### config.mk
export PLATFORM = sky130hd
export DESIGN_NAME = sat_counter
export DESIGN_NICKNAME = d
export VERILOG_FILES = /design/src/rtl/count_chk_pkg.sv /design/src/rtl/sat_counter.sv
export SDC_FILE = /design/constraint.sdc
export NUM_CORES = 1
export LEC_CHECK = 0
export BUFFER_PORTS_ARGS = -buffer_cell sky130_fd_sc_hd__buf_2
export CAP_MARGIN = 20
export CELL_PAD_IN_SITES_DETAIL_PLACEMENT = 1
export CELL_PAD_IN_SITES_GLOBAL_PLACEMENT = 1
export CORE_AREA = 2 2 39 41
export CTS_CLUSTER_DIAMETER = 30
export DETAILED_ROUTE_END_ITERATION = 10
export DIE_AREA = 0 0 41 43
export MAX_ROUTING_LAYER = met4
export PLACE_DENSITY = 0.79
export SLEW_MARGIN = 10
export SYNTH_ARGS = -nofsm -noshare
export SYNTH_HDL_FRONTEND = slang
export SYNTH_SLANG_ARGS = --single-unit
### constraint.sdc
create_clock -name clk -period 2.3 [get_ports clk]
set_clock_uncertainty 0.2 [all_clocks]
set_input_delay 0.345 -clock clk [delete_from_list [all_inputs] [get_ports clk]]
set_output_delay 0.345 -clock clk [all_outputs]
set_load 0.01 [all_outputs]
### src/rtl/count_chk_pkg.sv
// count_chk_pkg: shared types and constants for the 3-bit counter sequence checker.
// State encoding for the tracking FSM, wrap-detection constants, and the modulo-8 successor helper.
// Imported by count_seq_checker and sat_counter.
package count_chk_pkg;

  typedef enum logic [1:0] {
    IDLE    = 2'd0,
    ACQUIRE = 2'd1,
    LOCKED  = 2'd2
  } state_e;

  localparam logic [2:0] CNT_MAX_VAL  = 3'd7;
  localparam logic [2:0] CNT_WRAP_VAL = 3'd0;

  // The successor is computed in 3 bits, so 7 wraps to 0 and still counts as good.
  function automatic logic [2:0] next_count(input logic [2:0] v);
    return v + 3'd1;
  endfunction

endpackage

### src/rtl/sat_counter.sv
// sat_counter: saturating event counter with synchronous clear.
// Latency: the count updates on the edge that samples inc/clr. clr wins over inc.
// No backpressure; the count holds at all-ones once saturated.
module sat_counter
  import count_chk_pkg::*;
#(
  parameter int unsigned WIDTH = 8
) (
  input  logic             clk,
  input  logic             reset_n,
  input  logic             clr,
  input  logic             inc,
  output logic [WIDTH-1:0] cnt
);

  logic [WIDTH-1:0] cnt_q;
  logic [WIDTH-1:0] cnt_d;

  // Next count: clear has priority, then increment unless already at the ceiling.
  always_comb begin
    cnt_d = cnt_q;
    if (clr) begin
      cnt_d = '0;
    end else if (inc && (cnt_q != {WIDTH{1'b1}})) begin
      cnt_d = cnt_q + WIDTH'(1);
    end
  end

  // Count register with synchronous active-low reset.
  always_ff @(posedge clk) begin
    if (!reset_n) begin
      cnt_q <= '0;
    end else begin
      cnt_q <= cnt_d;
    end
  end

  assign cnt = cnt_q;

endmodule

* Word level (Yosys, flattened, before mapping) *
Cells that the tools add are included.
W data, S select, Z words.

storage, ports and cells
  bits in registers = 8
  input port bits = 4
  output and inout bits = 8
  logic and storage cells = 6

operators by class
  add/subtract/negate cells = 1
  equality and inequality tests = 1
  bitwise logic cells = 1
  reduce and logical (&&, ||, !) cells = 2

operator list
  kind                   number
  $add A8 B1 Y8 const B  1
  $ne A8 B8 Y1 const B   1
  $reduce_or A2 Y1       1
  $logic_and A1 B1 Y1    1
  $not A1 Y1             1

* Depth between registers and ports, before layout *
  word-level depth = 2
  depth in mapped cells = 4
  gate-level depth less buffers = 4

* Worst setup path after synthesis *
OpenSTA, ideal clock, no wires.

  path kind = register -> register
  from = register cnt_q[0], in the netlist cnt[0]
  to = register cnt_q[5], in the netlist cnt[5]
  library setup time = 0.072 ns
  arrival = 1.209 ns
  data required time = 2.028 ns
  slack = 0.819 ns
  stages on the path, launching flop included = 5
  buffers on the path = 0
  clock period less this slack = 1.481 ns
  path through = dfxtp_1 > ha_1 > and4_4 > a211oi_2 > mux2i_1

between the ends
  longest elaborated chain between the ends = 2
  elaborated cells between the ends (all ways) = 3
  those cells by class = add/sub (1); eq/ne (1); reduce/logical (1)

RTL lines
  what                                                   line               text
  from (decl)                                            sat_counter.sv:16  logic [WIDTH-1:0] cnt_q;
  from (signal assigned)                                 sat_counter.sv:34  cnt_q <= cnt_d;
  branches (longest 2 deep; another with $add A8 B1 Y8)  --

Several ways; the timed one is not identified.
A chain may end at the register's enable or synchronous reset.

* Worst setup path after layout *
Same ends and word-level chain as after synthesis.

==> impl_metrics.ini <==
[outcome]
status = finished, final reports clean

[route]
avgRoutedWirePerCell_um = 13.6
wl_um = 1030
postRouteAntennaNets = 0
vias = 414
drc = 0
drt_pass1_iterations = 2
dr.first_iter.drc_count = 7
via_per_inst = 5.45

[timing]
max_freq_mhz = 638
max_slew_margin_pct = 66.9
maxSlewViolCount = 0
hold_viol_final = 0
tns_ns = 0
worst_slack_ns = 0.734
worst_pin_slew_ns = 0.496
period_needed_ns = 1.57
fin_crit_sh_pct = 68.1
finalSetupViolCount = 0
grt_setup_unrepaired = no

[floorplan]
ios = 12
start_util_pct = 30.5
core_area_um2 = 1380
die_area_um2 = 1760
die_width_um = 41
die_height_um = 43
row_count = 14

[power_and_ir_drop]
vdd.ir_drop.worst_uv = 177
fin_total_pwr_uw = 269
p_leak_nw = 0.224
power_density_nw_per_um2 = 519

[synth]
syn_nets = 51
ys_warn_count = 0
yosysSeqAreaShare_pct = 38.0
synth.cell_area_um2 = 422
ys_ff_latch = 8
synthCells = 46
ys_types = 19
syn_area_per_cell_um2 = 9.17

[final_layout]
area_delta_synth_final_pct = 23.1
drive_gt1_share_pct = 30.0
largest_reg_flops = 8
register_area_um2 = 160
fill_cells = 182
antennaDiodeCount = 0
fin_util_pct = 37.5
multi_input_area_um2 = 262
fin_area_um2 = 519
final_common_cell = buf_2
most-common-layout-cells = buf_2, dfxtp_1, a21oi_1, nand2_1, and4_1
nNetsFinal = 67

[global_route]
grt_pass1_vias = 367
grt_pass1_wl_um = 1530
grt.total_usage_pct = 14.3
antenna_found_initial = 0
grt_max_degree = 10
grt.overflow.total = 0

[place]
place.gp.congestion = 0.744
dp_slack_ns = 0.743
portBuffers = 11
placed_area_um2 = 497

[clocking]
cts_buffer_depth = 2
clk_pin_slew_ns = 0.06
postCtsHoldBufs = 0
clkSinkCount = 8
postCtsSetupBuffers = 0
cts_buffers = 3
clock_latency_ns = 0.26
root_buffer = clkbuf_4
ctsResizeCount = 0
cts_tree = yes
h-tree-depth = 1

[critical_path]
cp.arrival_ns = 1.56
crit_type = reg -> reg
critPathSlowestCell = dfxtp_1
critical_path_required_ns = 2.29
path_cells = ha_1 > and4_4 > a211oi_2 > mux2i_1
critPathLaunchType = flip-flop
end_kind = flip-flop
crit_path_max_fanout = 6
cpPeakStageDelay_ns = 0.35

[hold_path]
hp-class = in -> reg

[flow_run]
max_cap_viol_count = 0
## synth_stat cells, drive strengths merged
library cell  count  share of area [%]
nor2b             4                6.5
and3              1                1.5
nand4             1                1.5
nor3              2                2.4
a21oi             5                5.9
a31oi             2                3.0
nand2             5                4.5
nand3             1                1.2
and4              5                 11
mux2i             3                7.1
ha                1                3.0
a21boi            1                2.7
a211oi            1                3.0
o21ai             2                2.4
nand2b            3                4.5
a311oi            1                2.1
dfxtp             8                 38
## report_power, final
group	switching [mW]	internal, mW
Combinational	0.00782	0.00664
Sequential	0.00165	0.140
Clock	0.0533	0.0601
Total	0.0628	0.207
## routing by layer
| metal | wire [um] | up-vias | GRT usage (%) |
|---|---|---|---|
| met4 | 43 | 0 | 14.0 |
| met3 | 34 | 5 | 3.14 |
| li1 | - | 205 | - |
| met1 | 457 | 194 | 14.7 |
| met2 | 496 | 10 | 20.6 |
| met5 | 0 | - | - |
## path summary, 6_finish.rpt
| path | cells after the start | end | startpoint | slack (ns) |
|---|---|---|---|---|
| hold / removal | 3 | cnt[7]$_SDFFE_PP0P_ | reset_n | 0.21 |
| setup / recovery | 4 | cnt[5]$_SDFFE_PP0P_ | cnt[0]$_SDFFE_PP0P_ | 0.73 |
| hold reg to reg | 2 | cnt[1]$_SDFFE_PP0P_ | cnt[1]$_SDFFE_PP0P_ | 0.32 |
| setup reg to reg | 4 | cnt[5]$_SDFFE_PP0P_ | cnt[0]$_SDFFE_PP0P_ | 0.73 |
## logic make-up (layout without fill, tap and decap cells)
logic type                 Yosys count  in the layout  share of synthesized area (%)
AOI/OAI and AO/OA                   12             12                           19.0
adders and majority gates            1              1                           2.97
buffers and inverters                0             14                              0
DFF                                  8              8                           38.0
muxes                                3              3                           7.12
and+or+nand+nor                     22             22                           32.9
## through the flow
step                hold WS (ns)  cells
floorplan                  0.315     46
global placement           0.288     73
detailed placement         0.317     73
CTS                        0.211     76
global route               0.234     76
finish                     0.212     76
## area by class of cell
cell class | count | share of cell area (%)
multi-input cells | 38 | 50.4
flip-flops and latches | 8 | 30.8
repair buffers | 11 | 10.6
clock buffers | 3 | 4.34
well taps | 16 | 3.86
## worst max-delay path, delay by kind of cell, from the launching register on
family	cells	cell delay, ns
simple gates	1	0.23
fa+ha+maj	1	0.27
flops	1	0.35
mux	1	0.20
compound gates	1	0.24
No activity file was read; power rests on OpenSTA's default activity.
